--- config.mk ---
export PLATFORM = sky130hd
export DESIGN_NAME = mem_xfer_sequencer_flat
export DESIGN_NICKNAME = d
export VERILOG_FILES = /design/src/rtl/mem_xfer_sequencer_if.sv /design/src/rtl/mem_xfer_sequencer.sv /design/src/flat_wrapper.sv
export SDC_FILE = /design/constraint.sdc
export NUM_CORES = 1
export LEC_CHECK = 0
export ABC_AREA = 1
export CAP_MARGIN = 25
export CORE_MARGIN = 3
export CORE_UTILIZATION = 55
export CTS_CLUSTER_DIAMETER = 30
export CTS_CLUSTER_SIZE = 10
export DETAILED_ROUTE_END_ITERATION = 8
export MAX_ROUTING_LAYER = met4
export PLACE_DENSITY = 0.84
export SYNTH_ARGS = -nofsm -noshare
export SYNTH_HDL_FRONTEND = slang
export SYNTH_SLANG_ARGS = --single-unit
--- constraint.sdc ---
create_clock -name clock -period 4.5 [get_ports clock]
set_input_delay 0.45 -clock clock [delete_from_list [all_inputs] [get_ports clock]]
set_output_delay 0.45 -clock clock [all_outputs]
set_load 0.05 [all_outputs]
--- src/rtl/mem_xfer_sequencer_if.sv ---
// ---------------------------------------------------------------------------
// mem_xfer_sequencer_if
//
// Bundles the control handshake and both memory buses of the copy sequencer.
//
// Signals:
//   start     controller -> sequencer  one-cycle request to begin a transfer
//   src_base  controller -> sequencer  first memory A address
//   dst_base  controller -> sequencer  first memory B address
//   length    controller -> sequencer  number of words to copy
//   hold      controller -> sequencer  suspends issue of new reads
//   rdataA    memory A   -> sequencer  read data, RD_LAT cycles after reA
//   reA       sequencer  -> memory A   read enable
//   addrA     sequencer  -> memory A   read address
//   WEB       sequencer  -> memory B   write enable
//   addrB     sequencer  -> memory B   write address
//   wdataB    sequencer  -> memory B   write data
//   busy      sequencer  -> controller transfer in progress
//   done      sequencer  -> controller one-cycle completion pulse
//
// Modports:
//   slave   the sequencer itself
//   master  the system controller together with memories A and B
// ---------------------------------------------------------------------------
interface mem_xfer_sequencer_if #(
  parameter int AW    = 5,
  parameter int DW    = 8,
  parameter int LEN_W = 5
);

  logic             start;
  logic [AW-1:0]    src_base;
  logic [AW-1:0]    dst_base;
  logic [LEN_W-1:0] length;
  logic             hold;
  logic [DW-1:0]    rdataA;

  logic             reA;
  logic [AW-1:0]    addrA;
  logic             WEB;
  logic [AW-1:0]    addrB;
  logic [DW-1:0]    wdataB;
  logic             busy;
  logic             done;

  modport slave (
    input  start, src_base, dst_base, length, hold, rdataA,
    output reA, addrA, WEB, addrB, wdataB, busy, done
  );

  modport master (
    output start, src_base, dst_base, length, hold, rdataA,
    input  reA, addrA, WEB, addrB, wdataB, busy, done
  );

endinterface

--- src/rtl/mem_xfer_sequencer.sv ---
// ---------------------------------------------------------------------------
// mem_xfer_sequencer
//
// Copies a block of words from memory A to memory B. A start pulse latches
// the source base, destination base and length; the sequencer then issues
// consecutive reads to A, follows A's fixed read latency with a valid
// pipeline, and writes each returned word to consecutive addresses of B.
// Progress is reported to the controller through busy and a done pulse.
//
// Parameters:
//   AW      address width of memories A and B
//   DW      data word width
//   LEN_W   width of the length field and of the read/write counters
//   RD_LAT  memory A read latency in cycles (1..4)
//
// Ports:
//   clock   system clock, everything on the rising edge
//   Reset   synchronous, active-high reset
//   bus     slave side of mem_xfer_sequencer_if (handshake + memory buses)
//
// Every output is a flop. The combinational block therefore computes the
// values the outputs take in the cycle that follows the next clock edge,
// using the inputs sampled at that edge. A read issued in cycle t has its
// data sampled at the edge closing cycle t+RD_LAT and is written to B in
// cycle t+RD_LAT+1.
// ---------------------------------------------------------------------------
module mem_xfer_sequencer #(
  parameter int AW     = 5,
  parameter int DW     = 8,
  parameter int LEN_W  = 5,
  parameter int RD_LAT = 1
) (
  input  logic                 clock,
  input  logic                 Reset,
  mem_xfer_sequencer_if.slave  bus
);

  typedef enum logic [1:0] {
    IDLE  = 2'd0,
    ISSUE = 2'd1,
    DRAIN = 2'd2,
    DONE  = 2'd3
  } state_t;

  state_t           state_q, state_d;

  logic [AW-1:0]    src_q, src_d;
  logic [AW-1:0]    dst_q, dst_d;
  logic [LEN_W-1:0] len_q, len_d;
  logic [LEN_W-1:0] rd_cnt_q, rd_cnt_d;
  logic [LEN_W-1:0] wr_cnt_q, wr_cnt_d;

  logic [RD_LAT-1:0] vld_q, vld_d;

  logic             re_a_q, re_a_d;
  logic [AW-1:0]    addr_a_q, addr_a_d;
  logic             we_b_q, we_b_d;
  logic [AW-1:0]    addr_b_q, addr_b_d;
  logic [DW-1:0]    wdata_b_q, wdata_b_d;
  logic             busy_q, busy_d;
  logic             done_q, done_d;

  // Values used by the read-issue step. In IDLE they come straight from the
  // start request so the first read goes out in the very first ISSUE cycle;
  // afterwards they come from the latched transfer descriptor.
  logic             issue_en;
  logic [AW-1:0]    eff_src;
  logic [LEN_W-1:0] eff_len;
  logic [LEN_W-1:0] eff_rd_cnt;

  // Base plus word index, wrapping modulo 2^AW. The size cast either
  // truncates or zero-extends the index to the address width.
  function automatic logic [AW-1:0] offset_addr(input logic [AW-1:0]    base,
                                                input logic [LEN_W-1:0] idx);
    return base + AW'(idx);
  endfunction

  // Valid pipeline: bit i is high in cycle t+1+i when a read was issued in
  // cycle t. The top bit therefore marks the cycle in which that read's data
  // is sampled from memory A.
  always_comb begin
    vld_d    = '0;
    vld_d[0] = re_a_q;
    for (int i = 1; i < RD_LAT; i++) begin
      vld_d[i] = vld_q[i-1];
    end
  end

  // Next-state and registered-output logic. Read issue and write retirement
  // are independent: writes are driven only by the valid pipeline, so they
  // keep flowing while hold suspends reads and during DRAIN.
  always_comb begin
    state_d    = state_q;
    src_d      = src_q;
    dst_d      = dst_q;
    len_d      = len_q;
    rd_cnt_d   = rd_cnt_q;
    wr_cnt_d   = wr_cnt_q;
    re_a_d     = 1'b0;
    addr_a_d   = addr_a_q;
    we_b_d     = 1'b0;
    addr_b_d   = addr_b_q;
    wdata_b_d  = wdata_b_q;
    done_d     = 1'b0;
    issue_en   = 1'b0;
    eff_src    = src_q;
    eff_len    = len_q;
    eff_rd_cnt = rd_cnt_q;

    unique case (state_q)
      IDLE: begin
        if (bus.start) begin
          if (bus.length == '0) begin
            state_d = DONE;
            done_d  = 1'b1;
          end else begin
            state_d    = ISSUE;
            src_d      = bus.src_base;
            dst_d      = bus.dst_base;
            len_d      = bus.length;
            rd_cnt_d   = '0;
            wr_cnt_d   = '0;
            issue_en   = 1'b1;
            eff_src    = bus.src_base;
            eff_len    = bus.length;
            eff_rd_cnt = '0;
          end
        end
      end
      ISSUE: begin
        issue_en = 1'b1;
      end
      DRAIN: begin
        if (wr_cnt_q == len_q) begin
          state_d = DONE;
          done_d  = 1'b1;
        end
      end
      DONE: begin
        state_d = IDLE;
      end
      default: begin
        state_d = IDLE;
      end
    endcase

    // Issue one read per non-held ISSUE cycle; the read carrying index
    // len-1 is the last one, after which only the writes remain.
    if (issue_en && !bus.hold) begin
      re_a_d   = 1'b1;
      addr_a_d = offset_addr(eff_src, eff_rd_cnt);
      rd_cnt_d = eff_rd_cnt + LEN_W'(1);
      if (eff_rd_cnt == eff_len - LEN_W'(1)) begin
        state_d = DRAIN;
      end
    end

    // Retire the oldest outstanding read as a write to memory B. Reads and
    // writes pair up in order, so the write index is simply wr_cnt.
    if (vld_q[RD_LAT-1]) begin
      we_b_d    = 1'b1;
      addr_b_d  = offset_addr(dst_q, wr_cnt_q);
      wdata_b_d = bus.rdataA;
      wr_cnt_d  = wr_cnt_q + LEN_W'(1);
    end

    busy_d = (state_d == ISSUE) || (state_d == DRAIN);
  end

  // State, descriptor, counters, valid pipeline and output flops. Reset
  // also empties the valid pipeline so reads in flight never turn into
  // writes afterwards.
  always_ff @(posedge clock) begin
    if (Reset) begin
      state_q   <= IDLE;
      src_q     <= '0;
      dst_q     <= '0;
      len_q     <= '0;
      rd_cnt_q  <= '0;
      wr_cnt_q  <= '0;
      vld_q     <= '0;
      re_a_q    <= 1'b0;
      addr_a_q  <= '0;
      we_b_q    <= 1'b0;
      addr_b_q  <= '0;
      wdata_b_q <= '0;
      busy_q    <= 1'b0;
      done_q    <= 1'b0;
    end else begin
      state_q   <= state_d;
      src_q     <= src_d;
      dst_q     <= dst_d;
      len_q     <= len_d;
      rd_cnt_q  <= rd_cnt_d;
      wr_cnt_q  <= wr_cnt_d;
      vld_q     <= vld_d;
      re_a_q    <= re_a_d;
      addr_a_q  <= addr_a_d;
      we_b_q    <= we_b_d;
      addr_b_q  <= addr_b_d;
      wdata_b_q <= wdata_b_d;
      busy_q    <= busy_d;
      done_q    <= done_d;
    end
  end

  assign bus.reA    = re_a_q;
  assign bus.addrA  = addr_a_q;
  assign bus.WEB    = we_b_q;
  assign bus.addrB  = addr_b_q;
  assign bus.wdataB = wdata_b_q;
  assign bus.busy   = busy_q;
  assign bus.done   = done_q;

endmodule

--- src/flat_wrapper.sv ---
// flat-port wrapper written by rule: the top's interface ports become plain ports
module mem_xfer_sequencer_flat 
#(
  parameter int AW     = 5,
  parameter int DW     = 8,
  parameter int LEN_W  = 5,
  parameter int RD_LAT = 1
)
  (clock, Reset, bus_start, bus_src_base, bus_dst_base, bus_length, bus_hold, bus_rdataA, bus_reA, bus_addrA, bus_WEB, bus_addrB, bus_wdataB, bus_busy, bus_done);
  mem_xfer_sequencer_if #(.AW(AW), .DW(DW), .LEN_W(LEN_W)) bus_i ();
  input  logic clock;
  input  logic Reset;
  input wire logic [$bits(bus_i.start)-1:0] bus_start;
  input wire logic [$bits(bus_i.src_base)-1:0] bus_src_base;
  input wire logic [$bits(bus_i.dst_base)-1:0] bus_dst_base;
  input wire logic [$bits(bus_i.length)-1:0] bus_length;
  input wire logic [$bits(bus_i.hold)-1:0] bus_hold;
  input wire logic [$bits(bus_i.rdataA)-1:0] bus_rdataA;
  output wire logic [$bits(bus_i.reA)-1:0] bus_reA;
  output wire logic [$bits(bus_i.addrA)-1:0] bus_addrA;
  output wire logic [$bits(bus_i.WEB)-1:0] bus_WEB;
  output wire logic [$bits(bus_i.addrB)-1:0] bus_addrB;
  output wire logic [$bits(bus_i.wdataB)-1:0] bus_wdataB;
  output wire logic [$bits(bus_i.busy)-1:0] bus_busy;
  output wire logic [$bits(bus_i.done)-1:0] bus_done;
  assign bus_i.start = bus_start;
  assign bus_i.src_base = bus_src_base;
  assign bus_i.dst_base = bus_dst_base;
  assign bus_i.length = bus_length;
  assign bus_i.hold = bus_hold;
  assign bus_i.rdataA = bus_rdataA;
  assign bus_reA = bus_i.reA;
  assign bus_addrA = bus_i.addrA;
  assign bus_WEB = bus_i.WEB;
  assign bus_addrB = bus_i.addrB;
  assign bus_wdataB = bus_i.wdataB;
  assign bus_busy = bus_i.busy;
  assign bus_done = bus_i.done;
  mem_xfer_sequencer #(.AW(AW), .DW(DW), .LEN_W(LEN_W), .RD_LAT(RD_LAT)) u_core (.clock(clock), .Reset(Reset), .bus(bus_i));
endmodule
Yosys cells after proc, flatten, opt, wreduce, memory -nomap -nowiden
Index checks and enable logic that the tools add are counted.
{ "classes": {"reduce_logical": 9, "div_mod_pow": 0, "n_mul": 0, "mux": 29, "eq_ne": 8, "magnitude_cmp": 0, "n_bitwise": 1, "n_shift": 0, "addsub": 5} }
{ "ops": {"columns": ["op", "n"], "rows": [
  ["$mux 5", 14],
  ["$add 5x1->5 const B", 2],
  ["$add 5x5->5", 2],
  ["$eq 5x5->1", 2],
  ["$mux 2", 5],
  ["$mux 1", 7],
  ["$eq 2x2->1 const B", 3],
  ["$pmux 2 s3", 1],
  ["$reduce_and 3->1", 2],
  ["$logic_not 5->1", 1],
  ["$sub 5x1->5 const B", 1],
  ["$eq 2x1->1 const B", 2],
  ["$pmux 1 s2", 2],
  ["$reduce_bool 2->1", 2],
  ["$logic_not 2->1", 1],
  ["$ne 2x1->1 const B", 1],
  ["$logic_and 1x1->1", 1],
  ["$logic_not 1->1", 1],
  ["$logic_or 1x1->1", 1],
  ["$not 1->1", 1]
]} }
{ "totals": {"latchBits": 0, "regBits": 50, "rom_bits": 0, "wordCells": 66, "n_memories": 0, "input_bits": 27, "output_inout_bits": 22, "ram_bits": 0} }

Longest topological paths before layout
Gate-level depths: netlist (run 1).
{ "depth": {"word_depth": 10, "depth_mapped": 20, "depth_no_buf": 19} }

Worst setup path before layout (run 1)
Ideal clock, no wire load.
{ "synth_timing": {"path_type": "input to register", "from": "input bus_length[2]", "to": "register u_core.addr_a_q[4] (netlist: u_core.bus.addrA[4])", "path_slack_ns": 2.002, "t_arrival_ns": 2.385, "required_time_ns": 4.387, "cell_stages": 15, "n_path_buf": 0, "setup_ns": 0.113, "path_cell_list": "nor2_1 > nand3_1 > nand2_4 > inv_1 > or2_2 > o21ai_0 > inv_1 > ha_1 > fa_1 > nand2_1 > nand2_1 > a21oi_1 > xor2_1 > o21ai_1 > inv_1"} }
{ "synth_between": {"elab_chain_len": 5, "word_cells_on_any_way": 12, "classes_between": "1 x add/sub; 9 x mux; 2 x reduce/logical"} }
{ "synth_lines": {"columns": ["item", "line", "source"], "rows": [
  ["start, declared", "flat_wrapper.sv:16", "input wire logic [$bits(bus_i.length)-1:0] bus_length;"],
  ["$logic_not 5->1", "mem_xfer_sequencer.sv:113", "if (bus.length == '0) begin"],
  ["$mux 5", "mem_xfer_sequencer.sv:113", null],
  ["$mux 5", "mem_xfer_sequencer.sv:112", "if (bus.start) begin"],
  ["$mux 5", "mem_xfer_sequencer.sv:110", "unique case (state_q)"],
  ["net u_core.eff_src[0]", "mem_xfer_sequencer.sv:67", "logic [AW-1:0] eff_src;"],
  ["$add 5x5->5", "mem_xfer_sequencer.sv:75", "return base + AW'(idx);"],
  ["end signal, assigned", "mem_xfer_sequencer.sv:198", "addr_a_q <= addr_a_d;"],
  ["end, declared", "mem_xfer_sequencer.sv:56", "logic [AW-1:0] addr_a_q, addr_a_d;"]
]} }
The timed path passes the listed nets, and every way through them passes these cells.
A chain may end at the register's enable or synchronous reset.

Worst setup path in the final report (run 1)
Ends and elaborated chain as after synthesis.

==> flow_summary.ini, run 1 <==
[sta]
timing.final.crit_share = 0.6802
hold_viol_final = 0
whs_ps = 444.3
drv_slew = 0
worst_pin_slew_ps = 863.6
tns_ps = 0
slew_headroom = 0.4231
clock_skew_ps = 6.079
worst_slack_ps = 1439
fin_crit_ps = 3061
fmax_mhz = 326.7
setup_viol = 0
rsz0062_at_grt = no

[cts]
clkTransAtPathRegs_ps = 90
clock-sinks = 50
cts-buffers-inserted = 5
cts_tree = yes
cts_setup_buffers = 0
clock-root-buffer = clkbuf_8
cts_resized = 0
cts_hold_buf = 0
worstSkewPairLatency_ps = 300
htree_levels = 2
cts.path.max_buffers = 2

[logic_synthesis]
synth-edff-count = 0
ys_top_cells_by_count = nor2_1, dfxtp_1, nand2_1
seq_area_frac_synth = 0.4000
yosysUniqueCellTypes = 34
syn_nets = 380
yosysMostFrequentCell = nor2_1
synthTopCellsByArea = dfxtp_1, nor2_1, nand2_1
yosysTopAreaCell = dfxtp_1
synth_top_flop_cell = dfxtp_1
synthArstFlopShare = 0
ys_ff_latch = 50
syn_avg_cell_area_um2 = 7.360
postSynthCellCount = 340
yosysWarnings = 0
yosysTopAreaCellShare = 0.4000
synth_area_um2 = 2502

[worst_setup_path]
critical_path_class = primary input to register
crit_end = u_core.bus.addrA[4]
regToRegSetupSlack_ps = 1620
worstSetupEndpointType = register
startpoint = bus_length[2]
crit_path_frequent_cell = inv_1
slowest_stage = clkdlybuf4s50_1
critPathLaunchType = primary input
critical_path.cell_chain = clkdlybuf4s50_1 > nor2_1 > nand3_1 > nand2_4 > inv_1 > or2_2 > o21ai_0 > inv_1 > ha_1 > fa_1 > nand2_1 > nand2_1 > a21oi_1 > xor2_1 > o21ai_1 > inv_1
crit_fanout = 25
critPathMaxStageDelay_ps = 430
rr_worst_depth = 14
cp_data_arrival_time_ps = 3260
crit_required_ps = 4700
r2r-start = u_core.state_q[1]
worstReg2RegEnd = u_core.bus.addrA[4]

[pwr]
ir_drop_uv = 319.0
cellLeakagePower_nw = 1.425
total_power_mw = 1.039
power.density_nw_per_um2 = 334.1

[global_routing]
antenna_found_initial = 0
grt_overflow = 0
grt_pass1_wl_um = 9453
grt_max_degree = 28
grt_usage = 0.2264
grt.met3_usage = 0.04788
top_usage_layer = met2
grtUsageMet2 = 0.3642
grt_pass1_vias = 2140
use_met1 = 0.2823

[die]
core.rowCount = 23
die_x_um = 73.45
die_h_um = 73.45
io_pins = 49
floorplan.initialDensity = 0.5956
core_um2 = 4202
dieArea_um2 = 5395

[finish]
drive_above_1_share = 0.08290
fin_nets = 425
final_cells = 436
n_fill_cell = 318
area_growth_pct = 24.20
diodes = 0

[placement]
portBuffers = 48
hpwl_um = 3959
place_congestion = 0.8107
placed_cells = 428
dp_slack_ps = 1139

[outcome]
status = completed

[drt]
drtIter0Drc = 143
wl_um = 5467
first_pass_iters = 4
drc_errors = 0
vias = 2275
vias_per_cell = 5.218
ant_nets = 0
wl_per_cell_um = 12.54

[min_path]
hold_class = register to register

[run]
cap_violations = 0
-- area by class of cell --
cell class / count / area (um2) / share of cell area
sequential: 50 / 1001 / 0.3221
inverter: 39 / 146.4 / 0.04710
clock inverter: 1 / 30.03 / 0.009662
timing repair buffer: 49 / 488.0 / 0.1570
tap: 50 / 62.56 / 0.02013
multi-input combinational: 240 / 1304 / 0.4195
clock buffer: 7 / 76.32 / 0.02456
-- where the power goes --
group	internal (mW)	switching, mW	total, mW
registers	0.470	0.0176	0.487
logic	0.0941	0.145	0.239
clock network	0.167	0.146	0.312
-- cell usage in the layout, fill, tap and decap left out, drive strengths merged --
cell type      count
dfxtp             50
xnor2              6
nor3b              1
or2                7
bufinv             1
fa                 2
o211ai             1
clkdlybuf4s50     48
o22ai              2
a21boi             1
nor3               4
xor2               5
inv               39
nand3             14
a31oi              1
nor2              67
a211oi             2
o21ai             36
a21oi             19
nand2             58
ha                11
clkbuf             7
nand4              2
a32o               1
buf                1
-- worst max-delay path: cells and delay by family --
kind / cells / cell delay (ps)
simple gates: 6 / 940
buf+inv: 4 / 770
fa+ha+maj: 2 / 620
compound gates: 3 / 390
xor+xnor: 1 / 90
-- layer usage --
metal / up-vias / share of wire
li1: 1180 / -
met1: 1030 / 0.46
met2: 57 / 0.48
met3: 8 / 0.048
met4: 0 / 0.011
met5: - / 0
-- flip-flops by register name, summed over array words and instances, names as in the netlist --
name and flops:
u_core.vld_q 1, u_core.src_q 5, u_core.bus.busy 1, u_core.bus.done 1
u_core.bus.addrA 5, u_core.wr_cnt_q 5, u_core.len_q 5, u_core.dst_q 5
u_core.bus.addrB 5, u_core.bus.wdataB 8, u_core.state_q 2, u_core.rd_cnt_q 5
u_core.bus.reA 1, u_core.bus.WEB 1
-- per-stage QoR --
step,cell area [um2],util
finish,3108,0.7397
global route,3108,0.7397
CTS,3108,0.7397
detailed placement,3002,0.7144
global placement,3002,0.7144
floorplan,2502,-
-- kinds of logic (layout without fill, tap and decap cells) --
group | after synthesis | after routing | synth area share
buffers and inverters | 50 | 96 | 0.07900
adder cells (fa/ha/maj) | 13 | 13 | 0.07100
AO/OA/AOI/OAI | 63 | 63 | 0.1350
AND/OR/NAND/NOR | 153 | 153 | 0.2765
flip-flops | 50 | 50 | 0.4000
XOR/XNOR | 11 | 11 | 0.03850
-- how the worst min path moves through the flow --
stage	from	endpoint	slack (ps)	depth (start not counted)
after floorplan	u_core.rd_cnt_q[3]	u_core.rd_cnt_q[4]	460	2
after global placement	u_core.bus.reA	u_core.vld_q	420	2
after detailed placement	u_core.bus.reA	u_core.vld_q	430	2
after CTS	u_core.bus.reA	u_core.vld_q	450	2
after global routing	u_core.bus.reA	u_core.vld_q	460	2
final	u_core.bus.reA	u_core.vld_q	440	2
(Power assumes the default switching activity.)
==> run 2: changes to the inputs <==
--- a/config.mk
+++ b/config.mk
@@ -8,12 +8,12 @@
 export ABC_AREA = 1
 export CAP_MARGIN = 25
 export CORE_MARGIN = 3
-export CORE_UTILIZATION = 55
+export CORE_UTILIZATION = 51
 export CTS_CLUSTER_DIAMETER = 30
 export CTS_CLUSTER_SIZE = 10
 export DETAILED_ROUTE_END_ITERATION = 8
 export MAX_ROUTING_LAYER = met4
-export PLACE_DENSITY = 0.84
+export PLACE_DENSITY = 0.79
 export SYNTH_ARGS = -nofsm -noshare
 export SYNTH_HDL_FRONTEND = slang
 export SYNTH_SLANG_ARGS = --single-unit
==> constraint.sdc (replaced) <==
create_clock -name clock -period 3.15 [get_ports clock]
set_input_delay 0.315 -clock clock [delete_from_list [all_inputs] [get_ports clock]]
set_output_delay 0.315 -clock clock [all_outputs]
set_load 0.05 [all_outputs]
==> run 2 against run 1 <==
- first-iteration DRC count shrank 34%
- global-route usage shrank 2.6 points
- power rose by 44%
- critical endpoint is now u_core.bus.addrA[3]
- clock power is 46% higher
- die area rose by 7.2%
- clock skew is 3.8 ps higher
- largest power group unchanged
- flip-flop and latch count unchanged
- final area grew 1.8%
==> flow_summary.ini, run 2 (same netlist as run 1, synthesis figures left out) <==
[placement]
place_congestion = 0.8841
dpl_cell_area_um2 = 3050
hpwl_um = 4115
dp_slack_ps = 267.5
portBuffers = 48

[cts]
cts_resized = 0
cts_setup_buffers = 0
cts_hold_buf = 0
clock-root-buffer = clkbuf_8
cts-buffers-inserted = 5
clock-sinks = 50
worstSkewPairLatency_ps = 300
cts.path.max_buffers = 2
htree_levels = 2
clkTransAtPathRegs_ps = 90
cts_tree = yes

[sta]
setup_viol = 0
clock_skew_ps = 9.847
fin_crit_ps = 2620
drv_slew = 0
rsz0062_at_grt = no
slew_headroom = 0.4831
worst_pin_slew_ps = 774.5
fmax_mhz = 381.6
worst_slack_ps = 529.6
tns_ps = 0
timing.final.crit_share = 0.8319
hold_viol_final = 0

[global_routing]
grt_max_degree = 28
grtUsageMet2 = 0.3387
top_usage_layer = met2
grt_pass1_wl_um = 9287
grt_usage = 0.2005
grt.met3_usage = 0.03546
grt_pass1_vias = 2078
use_met1 = 0.2454
grt_overflow = 0
antenna_found_initial = 0

[worst_setup_path]
critPathLaunchType = primary input
crit_fanout = 8
r2r-start = u_core.state_q[1]
regToRegSetupSlack_ps = 590
crit_buf_inv = 4
slowest_stage = clkdlybuf4s50_1
worstReg2RegEnd = u_core.bus.addrA[3]
crit_family = simple AND/OR/NAND/NOR gates
critical_path.cell_chain = clkdlybuf4s50_1 > nor2_1 > nand3_1 > nand2_4 > inv_1 > buf_4 > or2_2 > o21ai_0 > inv_1 > ha_1 > nand2_1 > nand3_1 > xnor2_1 > a211oi_1
worstSetupEndpointType = register
crit_end = u_core.bus.addrA[3]
cp_data_arrival_time_ps = 2800
critPathMaxStageDelay_ps = 410
crit_required_ps = 3330
startpoint = bus_length[2]
critical_path_class = primary input to register
rr_worst_depth = 12
path_depth = 14

[die]
core.rowCount = 24
core_um2 = 4534
dieArea_um2 = 5783
die_h_um = 76.05
floorplan.initialDensity = 0.5519
die_x_um = 76.05
io_pins = 49

[drt]
wl_per_cell_um = 12.28
drc_errors = 0
wl_um = 5587
drtIter0Drc = 95
first_pass_iters = 4
vias = 2276
ant_nets = 0
vias_per_cell = 5.002

[finish]
utilization = 0.6976
drive_above_1_share = 0.09744
area_growth_pct = 26.40
n_fill_cell = 383
diodes = 0
fin_nets = 429
final_common_cell = nor2_1
final_area_um2 = 3163
largest_reg_flops = 8
layout_common_cells = nor2_1, dfxtp_1, nand2_1

[outcome]
status = completed

[run]
cap_violations = 0

[min_path]
hold_class = register to register

[pwr]
total_power_mw = 1.498
cellLeakagePower_nw = 1.452
ir_drop_uv = 374.7
power.density_nw_per_um2 = 473.6
## run 2: changes by cell type in the layout (fill, tap and decap cells not counted)
| cell | previous run | this run |
|---|---|---|
| clkbuf_1 | 2 | 0 |
| inv_6 | 0 | 1 |
| buf_4 | 1 | 5 |
| clkinv_2 | 0 | 1 |
## run 2: worst min-delay path by stage
stage	start	end	cells past startpoint
global placement	u_core.bus.reA	u_core.vld_q	2
global route	u_core.bus.reA	u_core.vld_q	2
finish	u_core.bus.reA	u_core.vld_q	2
floorplan	Reset	u_core.bus.WEB	1
CTS	u_core.bus.reA	u_core.vld_q	2
detailed placement	u_core.bus.reA	u_core.vld_q	2
## run 2: layout make-up
cell class,instances,area [um2],share of cell area
multi-input cells,240,1304,0.4122
clock inverters,3,43.79,0.01384
well taps,65,81.33,0.02571
clock buffers,5,68.82,0.02176
inverters,39,146.4,0.04628
flip-flops and latches,50,1001,0.3165
repair buffers,53,518.0,0.1638
## run 2: tightest hold or removal path: stages, from the launching register on
cell	delay, ps
dfxtp_1	320
inv_1	50
nor2_1	30
## run 2: layer usage
metal / wire [um] / vias up
met3: 194 / 11
met4: 98 / 0
met1: 2576 / 1029
met5: 0 / -
met2: 2718 / 53
li1: - / 1183
## run 2: power breakdown
group	total, mW	internal, mW	switching [mW]
clock network	0.454	0.238	0.216
logic	0.351	0.140	0.211
registers	0.693	0.671	0.0221
## run 2: metrics by stage
step                      instances  hold slack (ps)
final                           455            434.2
after detailed placement        447            421.9
after global placement          447            406.2
after global routing            455            447.4
after CTS                       455            436.1
after floorplan                 340            398.4
